[config.mk]
export PLATFORM = sky130hd
export DESIGN_NAME = seq_match_ctrl
export DESIGN_NICKNAME = d
export VERILOG_FILES = /design/src/rtl/seq_match_ctrl.sv
export SDC_FILE = /design/constraint.sdc
export NUM_CORES = 1
export LEC_CHECK = 0
export CORE_MARGIN = 5
export CORE_UTILIZATION = 50
export DETAILED_ROUTE_END_ITERATION = 6
export MAX_ROUTING_LAYER = met4
export PLACE_DENSITY_LB_ADDON = 0.12
export RECOVER_POWER = 25
export SETUP_SLACK_MARGIN = 0.4
export SLEW_MARGIN = 40
export SYNTH_ARGS = -nofsm -noshare
export SYNTH_HDL_FRONTEND = slang
export SYNTH_SLANG_ARGS = --single-unit
[constraint.sdc]
create_clock -name clk -period 2.8 [get_ports clk]
set_input_delay 0.28 -clock clk [delete_from_list [all_inputs] [get_ports clk]]
set_output_delay 0.28 -clock clk [all_outputs]
set_load 0.03 [all_outputs]
[src/rtl/seq_match_ctrl.sv]
// seq_match_ctrl: programmable serial sequence detector with run control,
// saturating match counter and an optional completion target.
// Optional feature macro: SEQ_MATCH_OVERLAP_EN. When it is defined, history
// survives a match, so overlapping occurrences count. When it is undefined,
// the valid-bit count restarts after every match.
module seq_match_ctrl #(
   parameter int PW = 8,
   parameter int CW = 8
) (
   input  logic                    clk,
   input  logic                    rst,
   input  logic                    cfg_we,
   input  logic [PW-1:0]           cfg_pattern,
   input  logic [$clog2(PW):0]     cfg_len,
   input  logic [CW-1:0]           cfg_target,
   input  logic                    start,
   input  logic                    stop,
   input  logic                    din_valid,
   input  logic                    din,
   output logic                    busy,
   output logic                    match,
   output logic [CW-1:0]           match_count,
   output logic                    done,
   output logic                    err
);

   localparam int LW = $clog2(PW) + 1;

   typedef enum logic [1:0] {
      IDLE = 2'd0,
      RUN  = 2'd1,
      DONE = 2'd2
   } state_t;

   state_t          state_q, state_d;
   logic [PW-1:0]   pattern_q, pattern_d;
   logic [LW-1:0]   len_q, len_d;
   logic [CW-1:0]   target_q, target_d;
   // Only PW-1 history bits are stored: the oldest bit falls off on the
   // next shift anyway, and the match compare works on the shifted value.
   logic [PW-2:0]   hist_q, hist_d;
   logic [LW-1:0]   hcnt_q, hcnt_d;
   logic [CW-1:0]   matchCount_q, matchCount_d;
   logic            match_q, match_d;
   logic            err_q, err_d;

   logic [PW-1:0]   histShift;
   logic [PW-1:0]   lenMask;
   logic [LW-1:0]   hcntInc;
   logic [CW-1:0]   countInc;
   logic            lenLegal;
   logic            hitNow;

   // Datapath helpers: shifted history, length mask and the match decision
   always_comb begin
      lenMask = '0;
      for (int i = 0; i < PW; i++) begin
         lenMask[i] = (i < int'(len_q));
      end
      histShift = {hist_q, din};
      hcntInc   = (hcnt_q == LW'(PW)) ? hcnt_q : hcnt_q + 1'b1;
      countInc  = (matchCount_q == '1) ? matchCount_q : matchCount_q + 1'b1;
      lenLegal  = (len_q != '0) && (len_q <= LW'(PW));
      hitNow    = din_valid && (hcntInc >= len_q) &&
                  (((histShift ^ pattern_q) & lenMask) == '0);
   end

   // Next-state logic for run control, config capture and counters
   always_comb begin
      state_d      = state_q;
      pattern_d    = pattern_q;
      len_d        = len_q;
      target_d     = target_q;
      hist_d       = hist_q;
      hcnt_d       = hcnt_q;
      matchCount_d = matchCount_q;
      match_d      = 1'b0;
      err_d        = 1'b0;
      case (state_q)
         IDLE: begin
            if (cfg_we) begin
               pattern_d = cfg_pattern;
               len_d     = cfg_len;
               target_d  = cfg_target;
            end
            if (!stop && start) begin
               if (lenLegal) begin
                  state_d      = RUN;
                  hist_d       = '0;
                  hcnt_d       = '0;
                  matchCount_d = '0;
               end else begin
                  err_d = 1'b1;
               end
            end
         end
         RUN: begin
            if (stop) begin
               state_d = IDLE;
            end else if (din_valid) begin
               hist_d = histShift[PW-2:0];
               hcnt_d = hcntInc;
               if (hitNow) begin
                  match_d      = 1'b1;
                  matchCount_d = countInc;
`ifndef SEQ_MATCH_OVERLAP_EN
                  hcnt_d       = '0;
`endif
                  if ((target_q != '0) && (countInc == target_q)) begin
                     state_d = DONE;
                  end
               end
            end
         end
         DONE: begin
            if (stop) begin
               state_d = IDLE;
            end else if (start) begin
               if (lenLegal) begin
                  state_d      = RUN;
                  hist_d       = '0;
                  hcnt_d       = '0;
                  matchCount_d = '0;
               end else begin
                  err_d = 1'b1;
               end
            end
         end
         default: state_d = IDLE;
      endcase
   end

   // State and datapath registers; reset restores the default 101 detector
   always_ff @(posedge clk) begin
      if (rst) begin
         state_q      <= IDLE;
         pattern_q    <= PW'(3'b101);
         len_q        <= LW'(3);
         target_q     <= '0;
         hist_q       <= '0;
         hcnt_q       <= '0;
         matchCount_q <= '0;
         match_q      <= 1'b0;
         err_q        <= 1'b0;
      end else begin
         state_q      <= state_d;
         pattern_q    <= pattern_d;
         len_q        <= len_d;
         target_q     <= target_d;
         hist_q       <= hist_d;
         hcnt_q       <= hcnt_d;
         matchCount_q <= matchCount_d;
         match_q      <= match_d;
         err_q        <= err_d;
      end
   end

   assign busy        = (state_q == RUN);
   assign done        = (state_q == DONE);
   assign match       = match_q;
   assign err         = err_q;
   assign match_count = matchCount_q;

endmodule

==> impl_metrics.tcl <==
set metrics [dict create \
    status "completed" \
    syn_nets 332 \
    hold_viol 0 \
    cts_buffers 5 \
    crit_buf_inv 1 \
    cp-end-kind "flip-flop" \
    io_pins 39 \
    grt_usage_pct 20.4 \
    cts_sinks 43 \
    ir_worst_vdd_mv 0.310 \
    holdBufCountCts 0 \
    routed_wl_mm 6.14 \
    drive_gt1_share_pct 13.9 \
    h-tree-depth 2 \
    cp_max_fo 7 \
    finClkSkew_ns 0.00405 \
    die_w_um 79.5 \
    nFillCells 415 \
    final_util_pct 64.7 \
    hpwl_mm 4.17 \
    synthTopCellsByArea "dfxtp_1 36%, nand2_1 8.7%, a21oi_1 7.2%" \
    rows 25 \
    initial_core_util_pct 51.2 \
    place_area_um2 2830 \
    drv_cap 0 \
    postLayoutCellArea_um2 3050 \
    p_leak_nw 1.09 \
    r2r_slack_ns 0.35 \
    grt_pass1_wl_mm 9.97 \
    synth_area_per_cell_um2 8.11 \
    die_h_um 79.5 \
    cp_cell_sequence "nor4_1 > o22ai_2 > a2111oi_4 > buf_4 > o221ai_4 > nor4_2 > a211oi_1" \
    dr_total_vias 2281 \
    yosysSeqAreaShare_pct 35.6 \
    via_per_inst 5.63 \
    yosysWarnings 0 \
    worst_slew_margin_rel_pct 50.1 \
    hold_ws_ns 0.466 \
    finalCritPeriodShare_pct 87.5 \
    antenna_found_initial 0 \
    syn_area_um2 2420 \
    max_stage_delay_ns 0.69 \
    synthArstFlopShare_pct 0 \
    wl_per_cell_um 15.1 \
    clk_latency_ns 0.30 \
    hold_class "reg2reg" \
    setup-tns-final_ns 0 \
    io_buffers 38 \
    critical_path_class "reg2reg" \
    slew_violations 0 \
    grt_max_degree 21 \
    period_needed_ns 2.45 \
    ant_nets 0 \
    worstHoldPathCells 2 \
    crit_start "len_q[0]" \
    syn2layout_area_growth_pct 26.3 \
    critPathRequiredTime_ns 2.98 \
    min_from "hist_q[6]" \
    start_kind "flip-flop" \
    place.gp.congestion 0.894 \
    yosysTopAreaCellShare_pct 35.6 \
    drc 0 \
    cp_top_family "simple AND/OR/NAND/NOR gates" \
    overflow 0 \
    rsz0062_at_grt "yes" \
    tightest_slew_ns 0.742 \
    synth_edf_count 0 \
    r2r_start "len_q[0]" \
    setup_viol 0 \
    clock_path_buffers 2 \
    yosysTopAreaCell "dfxtp_1" \
    finalWorstSetupSlack_ns 0.349 \
    finalNetCount 371 \
    crit_slowest_cell "nor4_1" \
    worst_r2r_endpoint "match_count[3]" \
    dr.pass1.iters 4 \
    synth_seq_cells 43 \
    fp.coreArea_um2 4720 \
    synth.distinct_cells 54 \
    ff2ff_path_depth 7 \
    clkTransAtPathRegs_ns 0.08 \
    root_buffer "clkbuf_8" \
    n_antenna_cell 0 \
    drt-initial-drc-count 223 \
    cts_tree "built" \
    arrival_ns 2.63 \
    synth_flop_cell "dfxtp_1" \
    syn_inst 298 \
    grt_pass1_vias 2140 \
    fmax_mhz 408 \
    min_to "hist_q[6]" \
    dieArea_um2 6330 \
    powerDensity_nw_per_um2 418 \
    dp_slack_ns 0.292 \
]
worst max path at each step:
| stage | endpoint | depth (start not counted) |
|---|---|---|
| 5_1_grt | match_count[1] | 7 |
| 2_1_floorplan | match_count[7] | 12 |
| 6_report | match_count[3] | 7 |
| 3_3_place_gp | match_count[5] | 11 |
| 3_5_place_dp | match_count[5] | 11 |
| 4_1_cts | hcnt_q[0] | 11 |
worst min-delay path, stage by stage, from the launching register on:
cell and delay (ns):
dfxtp_1 0.32, nand2_1 0.05, a21oi_1 0.05
report_power, final:
part           leakage (nW)  switching, mW  internal, mW
sequential            0.351         0.0213         0.631
combinational         0.694          0.113        0.0905
clock                0.0474          0.218         0.201
total                  1.09          0.352         0.923
cell usage in the layout (no fill, tap or decap), types with 6 or more instances in the layout:
cell             Yosys  routed
xnor2_1             11      11
dfxtp_1             43      41
nand3_1             12      11
nand4_1              8       8
a21oi_1             35      33
xor2_1              10      10
clkbuf_8             1       6
nand2_1             56      56
buf_4                2      11
nor3_1               6       6
clkdlybuf4s50_1      0      38
nor2_1              15      14
inv_1                8       6
a31oi_1              9       9
ha_1                 7       6
stage by stage:
stage,instances,power [mW]
floorplan,298,0.781
global placement,393,0.848
global route,405,1.33
detailed placement,393,0.851
CTS,404,1.27
finish,405,1.28
synth_stat cells, types with 4 or more instances:
cell / number
nand4_1: 8
nor2_1: 15
nand3b_1: 5
nand3_1: 12
xor2_1: 10
a21oi_1: 35
dfxtp_1: 43
clkbuf_1: 8
a31oi_1: 9
o21ai_0: 4
and2_1: 5
xnor2_1: 11
inv_1: 8
nand2_1: 56
ha_1: 7
nor3_1: 6
nor4_1: 4
cells by family (layout without fill, tap and decap cells):
kind of cell | count (synthesis) | in the layout | synth area share (%)
multiplexers | 1 | 1 | 0.414
XOR/XNOR | 21 | 21 | 7.61
adder cells (fa/ha/maj) | 7 | 7 | 3.62
AND/OR/NAND/NOR | 127 | 127 | 26.3
buffers and inverters | 27 | 66 | 6.11
flip-flops | 43 | 43 | 35.6
AO/OA/AOI/OAI | 72 | 73 | 20.3
registers in the layout, summed over array words and instances (netlist names):
| name | count |
|---|---|
| match_count | 8 |
| pattern_q | 8 |
| target_q | 8 |
| hist_q | 7 |
| hcnt_q | 4 |
| len_q | 4 |
| state_q | 2 |
| err | 1 |
| match | 1 |
final cells by class:
cell class	count	area (um^2)	area share, %
Timing Repair Buffer	50	474	15.5
Multi-Input combinational cell	229	1500	49.2
Clock buffer	6	82.6	2.70
Sequential cell	43	863	28.3
Inverter	8	30.0	0.983
Clock inverter	2	16.3	0.533
Tap cell	67	83.8	2.74
repair_timing:
action                     CTS  global route
gates resized for setup      5            17
setup endpoints to repair    9            15
pin swaps                    3            17
cloned                       1             0
setup buffers                2             1
layer usage:
metal / GRT usage [%] / wire length (um) / up-vias
met2: 31.3 / 2740 / 78
met4: 8.08 / 115 / 0
li1: - / - / 1149
met1: 26.2 / 2780 / 1040
met5: - / 0 / -
met3: 4.18 / 494 / 14
No activity file was read; power rests on OpenSTA's default activity.
